**config.mk**
```make
export PLATFORM = sky130hd
export DESIGN_NAME = fir_decim_buffer_flat
export DESIGN_NICKNAME = d
export VERILOG_FILES = /design/src/rtl/fir_pkg.sv /design/src/rtl/fir_decim_buffer_if.sv /design/src/rtl/fir_decim_buffer_sync_fifo.sv /design/src/rtl/fir_decim_buffer.sv /design/src/flat_wrapper.sv
export SDC_FILE = /design/constraint.sdc
export NUM_CORES = 1
export LEC_CHECK = 0
export CAP_MARGIN = 0
export CORE_MARGIN = 2
export CORE_UTILIZATION = 53
export CTS_CLUSTER_DIAMETER = 60
export DETAILED_ROUTE_END_ITERATION = 10
export GPL_ROUTABILITY_DRIVEN = 0
export PLACE_DENSITY = 0.85
export SYNTH_ARGS = -nofsm -noshare
export SYNTH_HDL_FRONTEND = slang
export SYNTH_HIERARCHICAL = 1
export SYNTH_SLANG_ARGS = --single-unit
```
**constraint.sdc**
```tcl
create_clock -name clk -period 4.07 [get_ports clk]
set_input_delay 1.221 -clock clk [delete_from_list [all_inputs] [get_ports clk]]
set_output_delay 1.221 -clock clk [all_outputs]
set_load 0.05 [all_outputs]
```
**src/rtl/fir_pkg.sv**
```systemverilog
// Shared definitions for the FIR output chain: sample width, sample type and the
// rounding/saturating shift that every decimating stage applies to its block sums.
package fir_pkg;

    localparam int FIR_DW = 10;

    typedef logic signed [FIR_DW-1:0] sample_t;

    // Round half up (add half an LSB of the result, then arithmetic shift), then clamp
    // the result into the signed range of a dw-bit word.
    function automatic logic signed [31:0] round_shift_sat(
        input logic signed [31:0] sum,
        input int                 shift,
        input int                 dw
    );
        logic signed [31:0] r;
        logic signed [31:0] hi;
        logic signed [31:0] lo;
        if (shift > 0) begin
            r = (sum + (32'sd1 <<< (shift - 1))) >>> shift;
        end else begin
            r = sum;
        end
        hi = (32'sd1 <<< (dw - 1)) - 32'sd1;
        lo = -(32'sd1 <<< (dw - 1));
        if (r > hi) begin
            r = hi;
        end else if (r < lo) begin
            r = lo;
        end
        return r;
    endfunction

endpackage

```
**src/rtl/fir_decim_buffer_if.sv**
```systemverilog
// Sample input, decimated output stream and status of the FIR decimating buffer.
// The buffer is the slave; whoever feeds it samples and drains its output is the master.
interface fir_decim_buffer_if #(
    parameter int DW    = 10,
    parameter int DEPTH = 8,
    parameter int CNT_W = 8
);
    logic                         in_valid;
    logic signed [DW-1:0]         in_data;
    logic                         out_valid;
    logic                         out_ready;
    logic signed [DW-1:0]         out_data;
    logic [$clog2(DEPTH+1)-1:0]   level;
    logic                         overflow;
    logic [CNT_W-1:0]             drop_count;

    modport slave (
        input  in_valid, in_data, out_ready,
        output out_valid, out_data, level, overflow, drop_count
    );

    modport master (
        output in_valid, in_data, out_ready,
        input  out_valid, out_data, level, overflow, drop_count
    );
endinterface

```
**src/rtl/fir_decim_buffer_sync_fifo.sv**
```systemverilog
// Single-clock FIFO with a registered head word. The caller only pushes when there is
// room (or a pop frees a slot on the same edge) and only pops when not empty.
module sync_fifo #(
    parameter int DW    = 10,
    parameter int DEPTH = 8
) (
    input  logic                       clk,
    input  logic                       rst,
    input  logic                       push,
    input  logic                       pop,
    input  logic [DW-1:0]              wr_data,
    output logic [DW-1:0]              rd_data,
    output logic [$clog2(DEPTH+1)-1:0] level,
    output logic                       full,
    output logic                       empty
);
    localparam int PW = $clog2(DEPTH);
    localparam int LW = $clog2(DEPTH + 1);

    logic [DW-1:0] mem [DEPTH];

    logic [PW-1:0] wr_ptr_q, wr_ptr_d;
    logic [PW-1:0] rd_ptr_q, rd_ptr_d;
    logic [LW-1:0] level_q, level_d;
    logic [DW-1:0] rd_data_q, rd_data_d;
    logic          bypass;

    always_comb begin
        wr_ptr_d = wr_ptr_q + PW'(push);
        rd_ptr_d = rd_ptr_q + PW'(pop);
        level_d  = level_q;
        if (push && !pop) begin
            level_d = level_q + LW'(1);
        end else if (pop && !push) begin
            level_d = level_q - LW'(1);
        end
        // The only time the new head is the word being written right now is when the
        // FIFO holds nothing else after this edge; the array still has the old content.
        bypass    = push && (level_q == LW'(pop));
        rd_data_d = bypass ? wr_data : mem[rd_ptr_d];
    end

    always_ff @(posedge clk) begin
        if (push) begin
            mem[wr_ptr_q] <= wr_data;
        end
    end

    always_ff @(posedge clk) begin
        if (rst) begin
            wr_ptr_q  <= '0;
            rd_ptr_q  <= '0;
            level_q   <= '0;
            rd_data_q <= '0;
        end else begin
            wr_ptr_q  <= wr_ptr_d;
            rd_ptr_q  <= rd_ptr_d;
            level_q   <= level_d;
            rd_data_q <= rd_data_d;
        end
    end

    assign rd_data = rd_data_q;
    assign level   = level_q;
    assign full    = (level_q == LW'(DEPTH));
    assign empty   = (level_q == '0);

endmodule

```
**src/rtl/fir_decim_buffer.sv**
```systemverilog
// Averages each block of 2**LOG2_DECIM FIR samples into one rounded, clamped word, queues
// the words for a valid/ready sink and counts words lost while the queue is full.
module fir_decim_buffer
    import fir_pkg::*;
#(
    parameter int DW         = FIR_DW,
    parameter int LOG2_DECIM = 2,
    parameter int DEPTH      = 8,
    parameter int CNT_W      = 8
) (
    input  logic            clk,
    input  logic            rst,
    fir_decim_buffer_if.slave bus
);
    localparam int D      = 1 << LOG2_DECIM;
    localparam int ACC_W  = DW + LOG2_DECIM;
    localparam int PH_W   = (LOG2_DECIM > 0) ? LOG2_DECIM : 1;

    logic [PH_W-1:0]         phase_q, phase_d;
    logic signed [ACC_W-1:0] acc_q, acc_d;
    logic                    overflow_q, overflow_d;
    logic [CNT_W-1:0]        drop_count_q, drop_count_d;

    logic signed [ACC_W-1:0] sum;
    logic signed [31:0]      word_wide;
    logic [DW-1:0]           word;
    logic                    last;
    logic                    push_req;
    logic                    push_ok;
    logic                    pop;
    logic                    fifo_full;
    logic                    fifo_empty;
    logic [DW-1:0]           fifo_head;
    logic                    unused_word_hi;

    assign last      = (phase_q == PH_W'(D - 1));
    assign sum       = acc_q + ACC_W'(bus.in_data);
    assign word_wide = round_shift_sat(32'(sum), LOG2_DECIM, DW);
    assign word      = word_wide[DW-1:0];
    // Clamping guarantees the upper bits are only sign copies of word.
    assign unused_word_hi = ^word_wide[31:DW];

    assign pop     = bus.out_valid && bus.out_ready;
    assign push_ok = push_req && (!fifo_full || pop);

    always_comb begin
        phase_d      = phase_q;
        acc_d        = acc_q;
        push_req     = 1'b0;
        overflow_d   = overflow_q;
        drop_count_d = drop_count_q;
        if (bus.in_valid) begin
            if (last) begin
                push_req = 1'b1;
                phase_d  = '0;
                acc_d    = '0;
            end else begin
                phase_d  = phase_q + PH_W'(1);
                acc_d    = sum;
            end
        end
        if (push_req && !push_ok) begin
            overflow_d = 1'b1;
            if (drop_count_q != '1) begin
                drop_count_d = drop_count_q + CNT_W'(1);
            end
        end
    end

    always_ff @(posedge clk) begin
        if (rst) begin
            phase_q      <= '0;
            acc_q        <= '0;
            overflow_q   <= 1'b0;
            drop_count_q <= '0;
        end else begin
            phase_q      <= phase_d;
            acc_q        <= acc_d;
            overflow_q   <= overflow_d;
            drop_count_q <= drop_count_d;
        end
    end

    sync_fifo #(
        .DW    (DW),
        .DEPTH (DEPTH)
    ) u_fifo (
        .clk     (clk),
        .rst     (rst),
        .push    (push_ok),
        .pop     (pop),
        .wr_data (word),
        .rd_data (fifo_head),
        .level   (bus.level),
        .full    (fifo_full),
        .empty   (fifo_empty)
    );

    assign bus.out_valid  = !fifo_empty;
    assign bus.out_data   = fifo_head;
    assign bus.overflow   = overflow_q;
    assign bus.drop_count = drop_count_q;

endmodule
```
**src/flat_wrapper.sv**
```systemverilog
// flat-port wrapper written by rule: the top's interface ports become plain ports
module fir_decim_buffer_flat import fir_pkg::*;
#(
    parameter int DW         = FIR_DW,
    parameter int LOG2_DECIM = 2,
    parameter int DEPTH      = 8,
    parameter int CNT_W      = 8
)
  (clk, rst, bus_in_valid, bus_in_data, bus_out_ready, bus_out_valid, bus_out_data, bus_level, bus_overflow, bus_drop_count);
  fir_decim_buffer_if #(.DW(DW), .DEPTH(DEPTH), .CNT_W(CNT_W)) bus_i ();
  input  logic clk;
  input  logic rst;
  input wire logic [$bits(bus_i.in_valid)-1:0] bus_in_valid;
  input wire logic [$bits(bus_i.in_data)-1:0] bus_in_data;
  input wire logic [$bits(bus_i.out_ready)-1:0] bus_out_ready;
  output wire logic [$bits(bus_i.out_valid)-1:0] bus_out_valid;
  output wire logic [$bits(bus_i.out_data)-1:0] bus_out_data;
  output wire logic [$bits(bus_i.level)-1:0] bus_level;
  output wire logic [$bits(bus_i.overflow)-1:0] bus_overflow;
  output wire logic [$bits(bus_i.drop_count)-1:0] bus_drop_count;
  assign bus_i.in_valid = bus_in_valid;
  assign bus_i.in_data = bus_in_data;
  assign bus_i.out_ready = bus_out_ready;
  assign bus_out_valid = bus_i.out_valid;
  assign bus_out_data = bus_i.out_data;
  assign bus_level = bus_i.level;
  assign bus_overflow = bus_i.overflow;
  assign bus_drop_count = bus_i.drop_count;
  fir_decim_buffer #(.DW(DW), .LOG2_DECIM(LOG2_DECIM), .DEPTH(DEPTH), .CNT_W(CNT_W)) u_core (.clk(clk), .rst(rst), .bus(bus_i));
endmodule
```
==> results.ini, run 1 <==
[status]
outcome = finished, violations left
violations = setup timing

[clocking]
cts_root_buf = clkbuf_8
ctsHoldBuffers = 0
cts_buffers = 17
numClockSinks = 123
h-tree-depth = 4
clock_latency_ps = 520
cts_tree = done
path_clk_slew_ps = 60
cts_max_path_buffers = 2

[sta]
final.period_utilization = 1.01
setup_viol = 1
period_minus_slack_ps = 4110
max_freq_ghz = 0.244
maxSlewViolCount = 0
layout_setup_ws_ps = -35.3
worst_pin_slew_ps = 735
skew_ps = 8.51
hold_viol = 0
slew_headroom = 0.510
setup_tns_ps = -35.3

[layout]
layout-drive-gt1-share = 0.293
final_common_cell = edfxtp_1
nNetsFinal = 560
mostFrequentLayoutCells = edfxtp_1 (80), buf_4 (54), dfxtp_1 (43)
fillers = 672
syn_to_final_growth_pct = 28.0
multiInputGateArea_mm2 = 0.00247
final_core_util = 0.703
final_area_mm2 = 0.00729
insertedDiodeCount = 0
seqCellArea_mm2 = 0.00326

[detailed_routing]
drtIter0Drc = 334
avgRoutedWirePerCell_um = 20.1
wl_um = 13500
postRouteAntennaNets = 0
avgViaCountPerCell = 5.84
drt_pass1_iterations = 5
drc = 0
vias = 3924

[floorplanning]
core_area_mm2 = 0.0104
die_x_um = 108
die_h_um = 108
rows = 37
initial_core_util = 0.549
io_pins = 38
dieArea_mm2 = 0.0116

[critical_path]
worstPathMaxFanout = 9
critPathKind = primary input to flip-flop
crit_arrival_ps = 4560
r2r-start = u_core/acc_q[0]$_SDFFE_PP0P_
cp-start-kind = primary input
worstSetupStartpoint = bus_in_data[0]
critPathCaptureType = flip-flop
required_ps = 4520

[placed_design]
place_ws_ps = -524
placed_area_mm2 = 0.00653
hpwlAfterDp_um = 7930
io_buffers = 37

[logic_synthesis]
yosys_warnings = 6
syn_nets = 463
synthArstFlopShare = 0
synth_cells = 426
synth_area_per_cell_um2 = 13.4
ys_types = 59
synth.cell_area_mm2 = 0.00569
synth_edf_count = 80
ys_seq_area_frac = 0.573
ys_seq_elements = 123
synthFlopType = edfxtp_1

[power_and_ir_drop]
p_leak_nw = 2.64
powerDensity_mw_per_mm2 = 648
vdd_drop_max_mv = 0.388

[grt]
grt_pass1_vias = 3965
grt-ovfl-total = 0
antenna_found_initial = 0
grt.total_usage = 0.235
grt_pass1_wl_um = 20200
grt_max_degree = 25

[flow_run]
drv_cap = 0

[min_path]
hold_class = flip-flop to flip-flop
min_from = u_core/bus.overflow$_SDFFE_PP0P_

cells by family after synthesis:
| kind of cell | count (synthesis) | synth area share |
|---|---|---|
| XOR/XNOR | 22 | 0.0385 |
| AND/OR/NAND/NOR | 132 | 0.129 |
| flip-flops | 123 | 0.573 |
| AO/OA/AOI/OAI | 76 | 0.0947 |
| adder cells (fa/ha/maj) | 23 | 0.0532 |
| buffers and inverters | 21 | 0.0160 |
| multiplexers | 29 | 0.0960 |
cell usage after synthesis, types with 9 or more instances:
cell	count	area [um^2]
nand2_1	10	37.5
xor2_1	13	114
ha_1	21	263
clkbuf_1	9	33.8
nor2_2	10	62.6
o22ai_1	10	62.6
nor2b_1	16	100
nor3_2	10	100
mux4_2	20	450
edfxtp_1	80	2400
dfxtp_1	43	861
nor2_1	42	158
a21oi_1	27	135
worst max-delay path, stage by stage:
cell,delay (ps)
clkdlybuf4s50_1,400
ha_1,250
fa_2,400
a211oi_4,320
buf_4,190
o2111a_1,240
nand4_1,130
buf_4,170
buf_4,140
nor2_2,250
nor2_1,130
nor3_2,300
buf_4,220
nor2_2,50
nor3_2,120
state kept, by name, indices dropped and copies added (netlist names):
name	flops
u_core/u_fifo/wr_ptr_q	3
u_core/u_fifo/rd_ptr_q	3
u_core/u_fifo/mem	80
u_core/bus.drop_count	8
u_core/u_fifo/level	4
u_core/acc_q	12
u_core/bus.overflow	1
u_core/phase_q	2
u_core/u_fifo/rd_data	10
per-layer routing:
| layer | up-vias | global-route usage | share of wire |
|---|---|---|---|
| met5 | - | 0 | 0 |
| met4 | 0 | 0.0842 | 0.026 |
| met3 | 32 | 0.0563 | 0.062 |
| met2 | 154 | 0.412 | 0.53 |
| met1 | 1930 | 0.282 | 0.38 |
| li1 | 1808 | - | - |
metrics by stage:
step / total power, mW / instances / hold slack (ps)
floorplan: 2.72 / 426 / 458
global placement: 3.11 / 634 / 448
detailed placement: 3.16 / 634 / 456
CTS: 4.62 / 666 / 461
global route: 4.94 / 672 / 498
finish: 4.72 / 672 / 470
timing repair:
action	CTS	global route
buffers inserted	0	6
gates resized for setup	2	21
endpoints found under the setup margin	2	81
pin swaps	0	7
area by class of cell:
type | count | area share
clock buffer | 18 | 0.0587
clock inverter | 14 | 0.0201
inverter | 7 | 0.00361
multi-input combinational | 282 | 0.339
sequential | 123 | 0.448
tap | 136 | 0.0234
timing repair buffer | 92 | 0.107
where the power goes:
| group | total (mW) | switching (mW) | leakage (nW) | internal (mW) |
|---|---|---|---|---|
| Combinational | 1.72 | 0.957 | 1.29 | 0.766 |
| Sequential | 1.55 | 0.0560 | 1.07 | 1.49 |
| Clock | 1.45 | 0.561 | 0.277 | 0.888 |
| Total | 4.72 | 1.57 | 2.64 | 3.15 |
final timing paths:
check,endpoint,slack (ps),depth (start not counted)
worst max-delay path,u_core/u_fifo/rd_data[6]$_SDFF_PP0_,-40,15
worst min-delay path,u_core/bus.overflow$_SDFFE_PP0P_,470,2
worst max register to register,u_core/u_fifo/rd_data[6]$_SDFF_PP0_,790,14
worst min register to register,u_core/bus.overflow$_SDFFE_PP0P_,470,2
Power figures use the tool's default switching activity.
==> inputs of run 2 (changes only) <==
CORE_MARGIN = 1.5   (was 2)
CORE_UTILIZATION = 35   (was 53)
PLACE_DENSITY = 0.63   (was 0.85)
SLEW_MARGIN = 0   (was unset)
==> results.ini, run 2 (synthesis gave the netlist of run 1 again) <==
[power_and_ir_drop]
powerDensity_mw_per_mm2 = 641
p_leak_nw = 2.69
cellInternalPower_mw = 3.24
power.switching_mw = 1.55
p_sw_frac = 0.324
pwr-share-clk = 0.309
vdd_drop_max_mv = 0.341
power.total_mw = 4.78
pwr-share-comb = 0.368
seq_power_share = 0.323

[floorplanning]
dieArea_mm2 = 0.0170
rows = 46
io_pins = 38
die_h_um = 131
initial_core_util = 0.358
die_x_um = 131
core_area_mm2 = 0.0159

[sta]
period_minus_slack_ps = 3950
worst_pin_slew_ps = 820
setup_viol = 0
max_freq_ghz = 0.253
setup_tns_ps = 0
maxSlewViolCount = 0
hold_viol = 0
layout_setup_ws_ps = 117
skew_ps = 7.55
whs_ps = 467
slew_headroom = 0.452
final.period_utilization = 0.971

[layout]
insertedDiodeCount = 0
nNetsFinal = 568
layout-drive-gt1-share = 0.305
largest_register_ffs = 80
syn_to_final_growth_pct = 31.2
final_common_cell = edfxtp_1
mostFrequentLayoutCells = edfxtp_1 (80), buf_4 (58), dfxtp_1 (43)
top_register = u_core/u_fifo/mem
final_area_mm2 = 0.00747

[grt]
grt_pass1_vias = 3720
grt_pass1_wl_um = 19000
grt-ovfl-total = 0
grt_max_degree = 28
grt.total_usage = 0.149
antenna_found_initial = 0

[detailed_routing]
drt_pass1_iterations = 4
avgRoutedWirePerCell_um = 15.6
drtIter0Drc = 193
wl_um = 11900
vias = 3717
drc = 0
postRouteAntennaNets = 0
avgViaCountPerCell = 4.89

[critical_path]
cp.buffers_inverters = 2
critPathCaptureType = flip-flop
critPathKind = primary input to flip-flop
cp_cell_sequence = clkdlybuf4s50_1, ha_1, nor2_1, o31ai_4, o311a_1, o41a_1, xnor2_4, buf_4, o41ai_2, o21ai_4, nor2_2, nor3_2
cp-start-kind = primary input
worstPathMaxFanout = 9
slowest_stage = clkdlybuf4s50_1
path_delay_family = compound AO/OA/AOI/OAI gates
crit_arrival_ps = 4240
critPathMaxStageDelay_ps = 410
required_ps = 4350

[clocking]
cts_root_buf = clkbuf_16
h-tree-depth = 4
cts_buffers = 17
path_clk_slew_ps = 60
numClockSinks = 123
cts_max_path_buffers = 2
clock_latency_ps = 420
cts_tree = done

[placed_design]
hpwlAfterDp_um = 7750
place_ws_ps = -534
io_buffers = 37
placed_area_mm2 = 0.00666

[flow_run]
drv_cap = 0

[min_path]
hold_class = flip-flop to flip-flop

[status]
outcome = finished, final reports clean

-- run 2: cell count changes in the layout (fill, tap and decap cells not counted), sizes merged --
cell,delta
buf,+8
clkdlybuf4s50,-2
clkinv,-3
clkinvlp,+3
dlymetal6s2s,+2
-- run 2: routing by layer --
metal	track usage	vias up	share of wire
li1	-	1825	-
met5	0	-	0
met2	0.251	59	0.51
met3	0.0501	13	0.032
met4	0.0440	0	0.011
met1	0.183	1820	0.45
-- run 2: what timing repair did --
item,CTS,global route
gates cloned,0,1
gates resized for setup,6,22
hold buffers,0,0
pin swaps,4,13
setup endpoints to repair,25,81
buffers inserted,3,8
-- run 2: path summary, 6_finish.rpt --
kind	startpoint	endpoint	slack, ps	cells after the start
min	u_core/bus.overflow$_SDFFE_PP0P_	u_core/bus.overflow$_SDFFE_PP0P_	470	2
max reg2reg	u_core/acc_q[0]$_SDFFE_PP0P_	u_core/u_fifo/rd_data[5]$_SDFF_PP0_	900	12
min reg2reg	u_core/bus.overflow$_SDFFE_PP0P_	u_core/bus.overflow$_SDFFE_PP0P_	470	2
max	bus_in_data[2]	u_core/u_fifo/rd_data[2]$_SDFF_PP0_	120	12
-- run 2: worst register-to-register path: cells and delay by family (launching register included) --
kind | cells | cell delay [ps]
buffers and inverters | 1 | 160
XOR/XNOR | 1 | 210
flip-flops | 1 | 310
AO/OA/AOI/OAI | 3 | 600
multiplexers | 1 | 360
AND/OR/NAND/NOR | 4 | 840
adder cells (fa/ha/maj) | 2 | 630
-- run 2: final cells by class --
type	count	area (um^2)
clock inverters	14	145
flip-flops and latches	123	3260
inverters	7	26.3
multi-input cells	282	2460
clock buffers	18	439
fillers	1437	8420
well taps	216	270
repair buffers	100	865
-- run 2: power groups by stage --
| stage | logic (mW) | clock network, mW | registers (mW) |
|---|---|---|---|
| after floorplan | 0.983 | 0 | 1.73 |
| after global placement | 1.61 | 0 | 1.57 |
| after detailed placement | 1.65 | 0 | 1.57 |
| after CTS | 1.68 | 1.51 | 1.55 |
| after global routing | 1.89 | 1.57 | 1.56 |
| final | 1.76 | 1.48 | 1.55 |
-- run 2: through the flow --
stage,utilization,instances
floorplan,-,426
global placement,0.419,716
detailed placement,0.419,716
CTS,0.459,751
global route,0.470,760
finish,0.470,760
